## config.mk

```make
export PLATFORM = sky130hd
export DESIGN_NAME = vga_mem_arbiter
export DESIGN_NICKNAME = d
export VERILOG_FILES = /design/src/rtl/vga_arb_pkg.sv /design/src/rtl/pixel_fifo.sv /design/src/rtl/vga_mem_arbiter.sv
export SDC_FILE = /design/constraint.sdc
export NUM_CORES = 1
export LEC_CHECK = 0
export CAP_MARGIN = 25
export CORE_ASPECT_RATIO = 0.75
export CORE_MARGIN = 4
export CORE_UTILIZATION = 54
export CTS_CLUSTER_DIAMETER = 50
export DETAILED_ROUTE_END_ITERATION = 16
export GPL_ROUTABILITY_DRIVEN = 0
export PLACE_DENSITY = 0.82
export SYNTH_ARGS = -nofsm -noshare
export SYNTH_HDL_FRONTEND = slang
export SYNTH_HIERARCHICAL = 1
export SYNTH_SLANG_ARGS = --single-unit
export TNS_END_PERCENT = 1
```

## constraint.sdc

```tcl
create_clock -name clk -period 6.9 [get_ports clk]
set_input_delay 1.38 -clock clk [delete_from_list [all_inputs] [get_ports clk]]
set_output_delay 1.38 -clock clk [all_outputs]
set_load 0.02 [all_outputs]
```

## src/rtl/vga_arb_pkg.sv

```systemverilog
// Shared types and default geometry for the video RAM arbiter.
package vga_arb_pkg;

  typedef enum logic [1:0] {
    GNT_NONE = 2'd0,
    GNT_VGA  = 2'd1,
    GNT_CPU  = 2'd2
  } grant_t;

  // Tag carried alongside an issued access so its read data can be routed back.
  typedef struct packed {
    grant_t src;
    logic   rd;
  } rd_tag_t;

  localparam int unsigned DEF_ADDR_W       = 32;
  localparam int unsigned DEF_DATA_W       = 8;
  localparam int unsigned DEF_FIFO_DEPTH   = 8;
  localparam int unsigned DEF_LOW_WATER    = 2;
  localparam int unsigned DEF_FRAME_PIXELS = 307200;
  localparam int unsigned DEF_IMG0_BASE    = 0;
  localparam int unsigned DEF_IMG1_BASE    = 307200;

endpackage

```

## src/rtl/pixel_fifo.sv

```systemverilog
// Pixel prefetch FIFO; when empty the output holds the last popped value.
module pixel_fifo #(
  parameter int unsigned DEPTH = 8,
  parameter int unsigned WIDTH = 8,
  localparam int unsigned PTR_W = $clog2(DEPTH),
  localparam int unsigned CNT_W = PTR_W + 1
) (
  input  logic             clk,
  input  logic             reset,
  input  logic             flush,
  input  logic             push,
  input  logic [WIDTH-1:0] push_data,
  input  logic             pop,
  output logic [WIDTH-1:0] data,
  output logic [CNT_W-1:0] count,
  output logic             empty,
  output logic             full
);

  logic [WIDTH-1:0] mem [DEPTH];
  logic [PTR_W-1:0] rd_ptr;
  logic [PTR_W-1:0] wr_ptr;
  logic [CNT_W-1:0] cnt;
  logic [WIDTH-1:0] last_q;
  logic             push_ok;
  logic             pop_ok;

  assign empty   = (cnt == '0);
  assign full    = (cnt == CNT_W'(DEPTH));
  assign pop_ok  = pop && !empty && !flush;
  assign push_ok = push && !flush && (!full || pop_ok);
  assign data    = empty ? last_q : mem[rd_ptr];
  assign count   = cnt;

  always_ff @(posedge clk) begin
    if (push_ok) mem[wr_ptr] <= push_data;
  end

  // Flush wins over any push or pop in the same cycle.
  always_ff @(posedge clk or negedge reset) begin
    if (!reset) begin
      rd_ptr <= '0;
      wr_ptr <= '0;
      cnt    <= '0;
      last_q <= '0;
    end else if (flush) begin
      rd_ptr <= '0;
      wr_ptr <= '0;
      cnt    <= '0;
    end else begin
      if (push_ok) wr_ptr <= wr_ptr + PTR_W'(1);
      if (pop_ok) begin
        rd_ptr <= rd_ptr + PTR_W'(1);
        last_q <= mem[rd_ptr];
      end
      cnt <= cnt + CNT_W'(push_ok) - CNT_W'(pop_ok);
    end
  end

endmodule

```

## src/rtl/vga_mem_arbiter.sv

```systemverilog
// Shares the single-port video RAM between pixel prefetch and a CPU port.
module vga_mem_arbiter
  import vga_arb_pkg::*;
#(
  parameter int unsigned ADDR_W       = DEF_ADDR_W,
  parameter int unsigned DATA_W       = DEF_DATA_W,
  parameter int unsigned FIFO_DEPTH   = DEF_FIFO_DEPTH,
  parameter int unsigned LOW_WATER    = DEF_LOW_WATER,
  parameter int unsigned FRAME_PIXELS = DEF_FRAME_PIXELS,
  parameter int unsigned IMG0_BASE    = DEF_IMG0_BASE,
  parameter int unsigned IMG1_BASE    = DEF_IMG1_BASE
) (
  input  logic              clk,
  input  logic              reset,
  input  logic              image_select,
  input  logic              frame_start,
  input  logic              pix_pop,
  output logic [DATA_W-1:0] pix_data,
  output logic              pix_empty,
  output logic              underflow,
  input  logic              cpu_valid,
  input  logic              cpu_we,
  input  logic [ADDR_W-1:0] cpu_addr,
  input  logic [DATA_W-1:0] cpu_wdata,
  output logic              cpu_ready,
  output logic              cpu_rvalid,
  output logic [DATA_W-1:0] cpu_rdata,
  output logic              mem_en,
  output logic              mem_we,
  output logic [ADDR_W-1:0] mem_addr,
  output logic [DATA_W-1:0] mem_wdata,
  input  logic [DATA_W-1:0] mem_rdata
);

  localparam int unsigned CNT_W = $clog2(FIFO_DEPTH) + 1;
  localparam int unsigned OCC_W = CNT_W + 1;
  localparam logic [ADDR_W-1:0] BASE0    = ADDR_W'(IMG0_BASE);
  localparam logic [ADDR_W-1:0] BASE1    = ADDR_W'(IMG1_BASE);
  localparam logic [ADDR_W-1:0] LAST_OFS = ADDR_W'(FRAME_PIXELS - 1);

  grant_t            grant_c;
  rd_tag_t           tag_q;
  logic [ADDR_W-1:0] fetch_addr;
  logic [ADDR_W-1:0] frame_base;
  logic [CNT_W-1:0]  fifo_count;
  logic              fifo_full;
  logic [OCC_W-1:0]  occ;
  logic              vga_inflight;
  logic              vga_elig;

  assign vga_inflight = (tag_q.src == GNT_VGA);
  assign occ          = OCC_W'(fifo_count) + OCC_W'(vga_inflight);
  assign vga_elig     = !fifo_full && (occ < OCC_W'(FIFO_DEPTH)) && !frame_start;

  // Starving pixel path preempts the CPU; otherwise the CPU takes priority.
  always_comb begin
    grant_c = GNT_NONE;
    if (!reset)                                   grant_c = GNT_NONE;
    else if (vga_elig && occ < OCC_W'(LOW_WATER)) grant_c = GNT_VGA;
    else if (cpu_valid)                           grant_c = GNT_CPU;
    else if (vga_elig)                            grant_c = GNT_VGA;
  end

  always_comb begin
    mem_en    = 1'b0;
    mem_we    = 1'b0;
    mem_addr  = '0;
    mem_wdata = '0;
    cpu_ready = 1'b0;
    unique case (grant_c)
      GNT_VGA: begin
        mem_en   = 1'b1;
        mem_addr = fetch_addr;
      end
      GNT_CPU: begin
        mem_en    = 1'b1;
        mem_we    = cpu_we;
        mem_addr  = cpu_addr;
        mem_wdata = cpu_wdata;
        cpu_ready = 1'b1;
      end
      default: ;
    endcase
  end

  // Grant register doubles as the read-return tag for the next cycle.
  always_ff @(posedge clk or negedge reset) begin
    if (!reset) begin
      tag_q <= '{src: GNT_NONE, rd: 1'b0};
    end else begin
      tag_q.src <= grant_c;
      tag_q.rd  <= (grant_c == GNT_VGA) || ((grant_c == GNT_CPU) && !cpu_we);
    end
  end

  assign cpu_rvalid = (tag_q.src == GNT_CPU) && tag_q.rd;
  assign cpu_rdata  = cpu_rvalid ? mem_rdata : '0;

  always_ff @(posedge clk or negedge reset) begin
    if (!reset) begin
      frame_base <= BASE0;
      fetch_addr <= BASE0;
    end else if (frame_start) begin
      frame_base <= image_select ? BASE1 : BASE0;
      fetch_addr <= image_select ? BASE1 : BASE0;
    end else if (grant_c == GNT_VGA) begin
      fetch_addr <= (fetch_addr == frame_base + LAST_OFS) ? frame_base
                                                          : fetch_addr + ADDR_W'(1);
    end
  end

  always_ff @(posedge clk or negedge reset) begin
    if (!reset)                                   underflow <= 1'b0;
    else if (frame_start)                         underflow <= 1'b0;
    else if (pix_pop && pix_empty)                underflow <= 1'b1;
  end

  // A VGA return landing on frame_start belongs to the old frame and is dropped.
  pixel_fifo #(
    .DEPTH (FIFO_DEPTH),
    .WIDTH (DATA_W)
  ) u_fifo (
    .clk       (clk),
    .reset     (reset),
    .flush     (frame_start),
    .push      (vga_inflight && !frame_start),
    .push_data (mem_rdata),
    .pop       (pix_pop),
    .data      (pix_data),
    .count     (fifo_count),
    .empty     (pix_empty),
    .full      (fifo_full)
  );

endmodule

```

* Word-level counts from Yosys, hierarchy flattened
Memory sizes are Yosys's and may differ from the RTL's.
Index checks and enable logic that the tools add are counted.
** Cells by class
- Add/sub/neg operators :: 7
- Multipliers :: 0
- Divide/modulo/power cells :: 0
- Magnitude comparators :: 2
- Eq/ne operators :: 6
- Shifts and indexed selects :: 0
- Mux-type cells :: 24
- Bitwise operators :: 1
- Reduce and logical (&&, ||, !) cells :: 24
** Operators with widths (number)
- $mux W32 :: 3
- $pmux W32 S2 :: 1
- $add A32 B1 Y32 const B :: 1
- $add A32 B19 Y32 const B :: 1
- $eq A32 B32 Y1 :: 1
- $mux W8 :: 3
- $mux W19 :: 1
- $mux W3 :: 4
- $logic_and A1 B1 Y1 :: 11
- $mux W1 :: 8
- $reduce_bool A2 Y1 :: 4
- $add A3 B1 Y3 const B :: 2
- $mux W2 :: 3
- $add A4 B1 Y5 :: 1
- $lt A5 B2 Y1 const B :: 1
- $lt A5 B4 Y1 const B :: 1
- $add A4 B1 Y4 :: 1
- $eq A2 B1 Y1 const B :: 2
- $eq A2 B2 Y1 const B :: 2
- $eq A4 B4 Y1 const B :: 1
- $logic_not A1 Y1 :: 4
- $logic_not A4 Y1 :: 1
- $mux W4 :: 1
- $sub A4 B1 Y4 :: 1
- other kinds (4) :: 5
** Word-level totals
- Register bits after elaboration :: 86
- Latch bits :: 0
- RAM bits :: 64
- ROM bits :: 0
- Bits of input ports :: 55
- Logic and storage cells :: 74
- Memories kept :: 1
** Memories
- u_fifo.mem :: words 8, width 8, rd ports 1, clocked after memory_dff 0, write ports 1, line pixel_fifo.sv:20 : logic [WIDTH-1:0] mem [DEPTH];

* Depth between registers and ports, before layout
Gate-level depths: netlist of run 1.
- Depth after elaboration :: 12
- Gate-level depth with buffers :: 14
- Depth with buffers taken out :: 13

* By module
Netlist of run 1, hierarchy kept.
** By module, submodules not included
- pixel_fifo :: times used 1, cells each 216, area each 3679.8 um^2, seq. area each 2372.3 um^2
- vga_mem_arbiter :: times used 1, cells each 341, area each 2718.9 um^2, seq. area each 925.9 um^2

* Worst setup path after synthesis of run 1
No wires, ideal clock.
- Path type :: input-to-output
- Start :: input port frame_start
- End :: output port mem_addr[17]
- Arrival :: 3.284 ns
- Required time :: 5.520 ns
- Setup slack :: 2.236 ns
- Stages on the path :: 9
- Path through :: buf_2 nor2_1 o21ai_0 a211oi_1 ha_1 clkbuf_1 buf_1 a22oi_1 nor2_1
** Between the ends
- Cells in the longest elaborated chain, start to end :: 8
** RTL lines
- start, declared :: line vga_mem_arbiter.sv:16 : input logic frame_start,
- $logic_not A1 Y1 * :: line vga_mem_arbiter.sv:53 : assign vga_elig = !fifo_full && (occ < OCC_W'(FIFO_DEPTH)) && !frame_start;
- $logic_and A1 B1 Y1 * :: line vga_mem_arbiter.sv:53
- $mux W1 :: line vga_mem_arbiter.sv:61 : else if (vga_elig) grant_c = GNT_VGA;
- $mux W2 :: line vga_mem_arbiter.sv:60 : else if (cpu_valid) grant_c = GNT_CPU;
- $mux W2 * :: line vga_mem_arbiter.sv:59 : else if (vga_elig && occ < OCC_W'(LOW_WATER)) grant_c = GNT_VGA;
- $mux W2 * :: line vga_mem_arbiter.sv:58 : if (!reset) grant_c = GNT_NONE;
- via grant_c[0] :: line vga_mem_arbiter.sv:41 : grant_t grant_c;
- $eq A2 B2 Y1 or $eq A2 B1 Y1 (tied branches) :: line vga_mem_arbiter.sv:70 : unique case (grant_c)
- $pmux W32 S2 * :: line vga_mem_arbiter.sv:70
- end, declared :: line vga_mem_arbiter.sv:30 : output logic [ADDR_W-1:0] mem_addr,
The timed path passes the listed nets; every way through them passes the cells marked *.

* Worst setup path in the final report of run 1
- Start :: input port frame_start
- End :: output port mem_addr[20]
** Between the ends
- Cells in the longest elaborated chain, start to end :: 8
** RTL lines (line)
- $logic_not A1 Y1 * :: vga_mem_arbiter.sv:53
- $logic_and A1 B1 Y1 * :: vga_mem_arbiter.sv:53
- $mux W1 :: vga_mem_arbiter.sv:61
- $mux W2 :: vga_mem_arbiter.sv:60
- $mux W2 * :: vga_mem_arbiter.sv:59
- $mux W2 * :: vga_mem_arbiter.sv:58
- $eq A2 B2 Y1 or $eq A2 B1 Y1 (tied branches) :: vga_mem_arbiter.sv:70
- $pmux W32 S2 * :: vga_mem_arbiter.sv:70
Every way passes the cells marked *; elsewhere a longest branch is shown, timed or not.

==> results of run 1 <==
## final timing paths
check | from | to | slack (ns)
setup / recovery | frame_start | mem_addr[20] | 1.34
hold / removal | u_fifo/last_q[6] | u_fifo/last_q[6] | 0.50
hold reg to reg | u_fifo/last_q[6] | u_fifo/last_q[6] | 0.50
min in group asynchronous | reset | u_fifo/rd_ptr[1] | 1.29
setup reg to reg | u_fifo/count[0] | fetch_addr[13] | 3.00
max in group asynchronous | reset | fetch_addr[18] | 5.14
## where the power goes
part | switching (mW) | internal, mW | total, mW
sequential | 0.0451 | 0.801 | 0.847
combinational | 0.426 | 0.390 | 0.816
clock | 0.310 | 0.516 | 0.826
## worst max-delay path, stage by stage
cell	delay, ns
clkdlybuf4s50_1	0.44
nor2_1	0.10
o21ai_0	0.17
a211o_1	0.33
ha_1	0.97
nor2_1	0.16
clkdlybuf4s50_1	0.61
## routing by layer
metal  wire [um]  GRT usage (%)  up-vias  part of all wire, %
met2        8130           40.3      248                   49
met3        1240           6.05       22                  7.4
met5           0              0        -                    0
li1            -              -     2331                    -
met1        7200           33.5     2561                   43
met4         155           6.88        0                 0.93
## state kept, by name, summed over array words and instances, names as in the netlist
name	cells
u_fifo/rd_ptr	3
u_fifo/last_q	8
fetch_addr	32
u_fifo/wr_ptr	3
tag_q	3
u_fifo/mem	64
u_fifo/count	4
underflow	1
frame_base	1
## synth_stat cells, drive strengths merged (4+ instances only)
master,instances
nor2,71
dfrtp,55
nor3b,4
nor3,14
and3,7
mux2,32
or3,10
inv,9
nand3,16
xnor2,6
a22oi,32
nand3b,6
nand4,16
a211o,5
clkbuf,13
xor2,13
nand2b,5
o21ai,10
nor4,4
buf,18
a21oi,10
o22ai,8
and4,4
ha,12
mux2i,18
a221oi,8
edfxtp,64
nand2,28
and2,19
nor2b,4
## layout make-up
type                    count  share of cell area, %
inverters                   9                  0.410
repair buffers            129                   15.4
clock buffers              21                   5.60
clock inverters            11                   1.17
multi-input cells         398                   35.0
flip-flops and latches    119                   40.0
well taps                 162                   2.46
## cell usage in the layout (no fill, tap or decap), drive strengths merged, types with 7 or more instances in the layout
master,netlist,layout
ha,12,12
mux2i,18,18
a21oi,10,10
or3,10,10
edfxtp,64,64
and2,19,19
o22ai,8,8
nor3,14,14
mux2,32,32
xor2,13,13
and3,7,7
dfrtp,55,55
o21ai,10,10
nor2,71,71
buf,18,14
a221oi,8,8
inv,9,13
a22oi,32,32
nand2,28,28
clkbuf,13,21
nand3,16,16
nand4,16,16
clkdlybuf4s50,0,115
## metrics by stage
step / area, um^2 / setup WS [ns] / util [%]
6_report: 8240 / 1.34 / 71.2
2_1_floorplan: 6400 / 2.24 / -
4_1_cts: 8230 / 1.35 / 71.2
3_3_place_gp: 7670 / 1.48 / 66.3
3_5_place_dp: 7670 / 1.36 / 66.3
5_1_grt: 8240 / 1.20 / 71.2
## cell families after synthesis
| logic type | after synthesis | share of synthesized area (%) |
|---|---|---|
| adders and majority gates | 13 | 2.66 |
| DFF | 119 | 51.5 |
| buffers and inverters | 40 | 3.50 |
| xor gates and xnor gates | 19 | 2.60 |
| AOI/OAI and AO/OA | 95 | 12.4 |
| and+or+nand+nor | 221 | 18.2 |
| muxes | 50 | 9.09 |
==> impl_metrics.tcl, run 1 <==
set metrics [dict create \
    ys_top_cells_by_area "edfxtp_1, dfrtp_1, nor2_1" \
    antennaDiodeCount 0 \
    nNetsFinal 742 \
    track_usage_pct 24.7 \
    clkLatencyLatePin_ns 0.40 \
    multi_input_comb_area_um2 2880 \
    wl_per_cell_um 19.7 \
    synthArstFlopShare_pct 46.2 \
    peakVddDrop_uv 258 \
    critPathMaxFanout 33 \
    hold_viol 0 \
    netlist_instances 557 \
    leakage_nw 3.06 \
    hold_path_depth 1 \
    power_mw 2.49 \
    n_fill_cell 791 \
    final_cells 849 \
    tns_ns 0 \
    ys_seq_area_share_pct 51.5 \
    start_util_pct 55.3 \
    path_clk_slew_ns 0.05 \
    status "complete, no violations" \
    worst_slew_pin_slew_ns 1.02 \
    power_density_nw_per_um2 302 \
    path_class "in2out" \
    die_h_um 102 \
    cap_violations 0 \
    critPathLaunchType "input port" \
    post-route-drc-count 0 \
    synth_enable_flop_cells 64 \
    maxSlewViolCount 0 \
    core_um2 11600 \
    clock_sinks 119 \
    finClkSkew_ns 0.00817 \
    cts-root-buf "clkbuf_16" \
    grt_pass1_wl_mm 26.3 \
    synth_nets 625 \
    grt_pass1_vias 4992 \
    synth_seq_cells 119 \
    critPathCaptureType "output port" \
    worstPathRequired_ns 5.52 \
    ant_nets 0 \
    firstDrtPassIters 5 \
    yosysUniqueCellTypes 66 \
    die_area_um2 13700 \
    antenna_found_initial 0 \
    grt_setup_unrepaired "false" \
    cts_buffer_depth 2 \
    fmax_ghz 0.180 \
    netlist.area_leader.share_pct 30.0 \
    synth_warnings 6 \
    r2r_cells 10 \
    postCtsSetupBuffers 0 \
    area_growth_syn_to_layout_pct 28.8 \
    io_pins 117 \
    netlist_area_um2 6400 \
    hold_path.class "reg2reg" \
    cts_resized 0 \
    cts_buffers 17 \
    place_inst 816 \
    finalHoldWorstSlack_ns 0.500 \
    wl_mm 16.7 \
    slew-limit-headroom_pct 31.7 \
    place_hpwl_mm 11.3 \
    tritoncts "done" \
    htreeDepth 4 \
    via_per_inst 6.08 \
    hold_buffers 0 \
    grt_max_degree 56 \
    vias 5162 \
    arrival_ns 4.18 \
    die_x_um 134 \
    grt-ovfl-total 0 \
    finalSetupViolCount 0 \
    portBuffers 116 \
    rows 34 \
    period_needed_ns 5.56 \
    synth-main-ff-cell "edfxtp_1" \
    drtIter0Drc 553 \
    drive_gt1_share_pct 14.8 \
    yosysTopAreaCell "edfxtp_1" \
    postSynthAreaPerCell_um2 11.5 \
    seq_area_um2 3300 \
    min_period_over_period_pct 80.5 \
]
No activity file was read; power rests on OpenSTA's default activity.
==> run 2: changes to the inputs <==
--- a/config.mk
+++ b/config.mk
@@ -8,11 +8,11 @@
 export CAP_MARGIN = 25
 export CORE_ASPECT_RATIO = 0.75
 export CORE_MARGIN = 4
-export CORE_UTILIZATION = 54
+export CORE_UTILIZATION = 53
 export CTS_CLUSTER_DIAMETER = 50
 export DETAILED_ROUTE_END_ITERATION = 16
 export GPL_ROUTABILITY_DRIVEN = 0
-export PLACE_DENSITY = 0.82
+export PLACE_DENSITY = 0.81
 export SYNTH_ARGS = -nofsm -noshare
 export SYNTH_HDL_FRONTEND = slang
 export SYNTH_HIERARCHICAL = 1
==> constraint.sdc (replaced) <==
create_clock -name clk -period 5.26 [get_ports clk]
set_input_delay 1.052 -clock clk [delete_from_list [all_inputs] [get_ports clk]]
set_output_delay 1.052 -clock clk [all_outputs]
set_load 0.02 [all_outputs]
==> run 2 against run 1 <==
  * Wire length decreased by 1.6%
  * Count of clock-buffer cells in the layout decreased by 3
  * Non-clock buffer count increased by 1
  * Critical path type unchanged
==> impl_metrics.tcl, run 2 (same netlist as run 1, synthesis figures left out) <==
set metrics [dict create \
    tritoncts "done" \
    path_class "in2out" \
    placed_area_um2 7680 \
    clock_sinks 119 \
    tns_ns 0 \
    n_fill_cell 788 \
    portBuffers 116 \
    min_period_over_period_pct 91.6 \
    arrival_ns 3.76 \
    post-route-drc-count 0 \
    htreeDepth 4 \
    max_flop_register "u_fifo/mem" \
    firstDrtPassIters 5 \
    critPathLaunchType "input port" \
    internal-power_mw 2.19 \
    cts-root-buf "clkbuf_16" \
    maxSlewViolCount 0 \
    status "complete, no violations" \
    die_area_um2 13900 \
    nNetsFinal 743 \
    grt_pass1_vias 4971 \
    area_growth_syn_to_layout_pct 28.5 \
    antenna_found_initial 0 \
    hold_buffers 0 \
    ant_nets 0 \
    pwr-share-comb_pct 32.5 \
    io_pins 117 \
    core_um2 11700 \
    finalSetupViolCount 0 \
    final_common_cell "clkdlybuf4s50_1" \
    rr_startpoint "u_fifo/count[2]" \
    largestRegisters "u_fifo/mem x64, fetch_addr x32, u_fifo/last_q x8" \
    cts_buffers 17 \
    grt_pass1_wl_mm 25.7 \
    die_x_um 135 \
    slew-limit-headroom_pct 27.3 \
    critPathCaptureType "output port" \
    grt-ovfl-total 0 \
    period_needed_ns 4.82 \
    critPathMaxFanout 33 \
    place_hpwl_mm 11.5 \
    via_per_inst 5.98 \
    cap_violations 0 \
    reg2reg_slack_ns 1.99 \
    cts_buffer_depth 2 \
    most-common-layout-cells "clkdlybuf4s50_1, nor2_1, edfxtp_1, dfrtp_1, a22oi_1" \
    fmax_ghz 0.208 \
    leakage_nw 3.05 \
    drtIter0Drc 432 \
    postCtsSetupBuffers 0 \
    power.net_switching_mw 1.01 \
    seqPwrFrac_pct 34.6 \
    cts_resized 0 \
    rows 34 \
    finClkSkew_ns 0.00771 \
    hold_viol 0 \
    rr_endpoint "fetch_addr[8]" \
    grt_setup_unrepaired "false" \
    die_h_um 103 \
    worst_slew_pin_slew_ns 1.09 \
    power_density_nw_per_um2 389 \
    grt_max_degree 54 \
    peakVddDrop_uv 315 \
    largest_reg_flops 64 \
    stdcell_area_um2 8220 \
    wl_per_cell_um 19.3 \
    hold_path.class "in2async" \
    clkLatencyLatePin_ns 0.41 \
    vias 5087 \
    track_usage_pct 24.0 \
    wl_mm 16.5 \
    path_clk_slew_ns 0.05 \
    drive_gt1_share_pct 15.1 \
    start_util_pct 54.7 \
    clockPowerShare_pct 32.9 \
    worstPathRequired_ns 4.21 \
    swShare_pct 31.5 \
    r2r_cells 13 \
]
run 2: final cells by class:
type	count	area, um^2	area share, %
multi-input cells	398	2880	35.1
clock inverters	14	111	1.35
inverters	9	33.8	0.411
clock buffers	18	429	5.22
diodes	1	2.50	0.0304
repair buffers	130	1260	15.3
flip-flops and latches	119	3300	40.1
well taps	162	203	2.47
run 2: worst max path at each step:
stage | depth (start not counted) | endpoint | startpoint | slack (ns)
after CTS | 7 | mem_addr[27] | frame_start | 0.44
after global placement | 7 | mem_addr[16] | frame_start | 0.59
after floorplan | 9 | mem_addr[17] | frame_start | 1.25
final | 7 | mem_addr[27] | frame_start | 0.44
after global routing | 7 | mem_addr[9] | frame_start | 0.24
after detailed placement | 7 | mem_addr[27] | frame_start | 0.45
run 2: metrics by stage:
stage | hold slack, ns | total power, mW | setup slack (ns) | cells | utilization, %
after floorplan | 0.475 | 1.83 | 1.25 | 557 | -
after global placement | 0.483 | 2.12 | 0.593 | 817 | 65.6
after detailed placement | 0.490 | 2.15 | 0.448 | 818 | 65.6
after CTS | 0.435 | 3.21 | 0.444 | 850 | 70.2
after global routing | 0.430 | 3.34 | 0.242 | 850 | 70.2
final | 0.449 | 3.20 | 0.444 | 851 | 70.3
run 2: worst max-delay path, cell delays in order:
cell             delay, ns
clkdlybuf4s50_1       0.44
nor2_1                0.09
o21ai_0               0.17
a211o_1               0.34
ha_1                  0.92
nor2_1                0.14
clkdlybuf4s50_1       0.60
run 2: power by group through the flow:
stage	sequential [mW]	clock, mW	combinational (mW)
after floorplan	1.11	0	0.726
after global placement	1.12	0	1.01
after detailed placement	1.12	0	1.03
after CTS	1.11	1.06	1.04
after global routing	1.12	1.12	1.11
final	1.11	1.05	1.04
run 2: routing by layer:
layer / global-route usage, % / wire length [um] / vias up
met4: 8.37 / 371 / 0
met5: 0 / 0 / -
met2: 37.3 / 7650 / 255
li1: - / - / 2321
met3: 7.02 / 1290 / 38
met1: 32.5 / 7140 / 2473
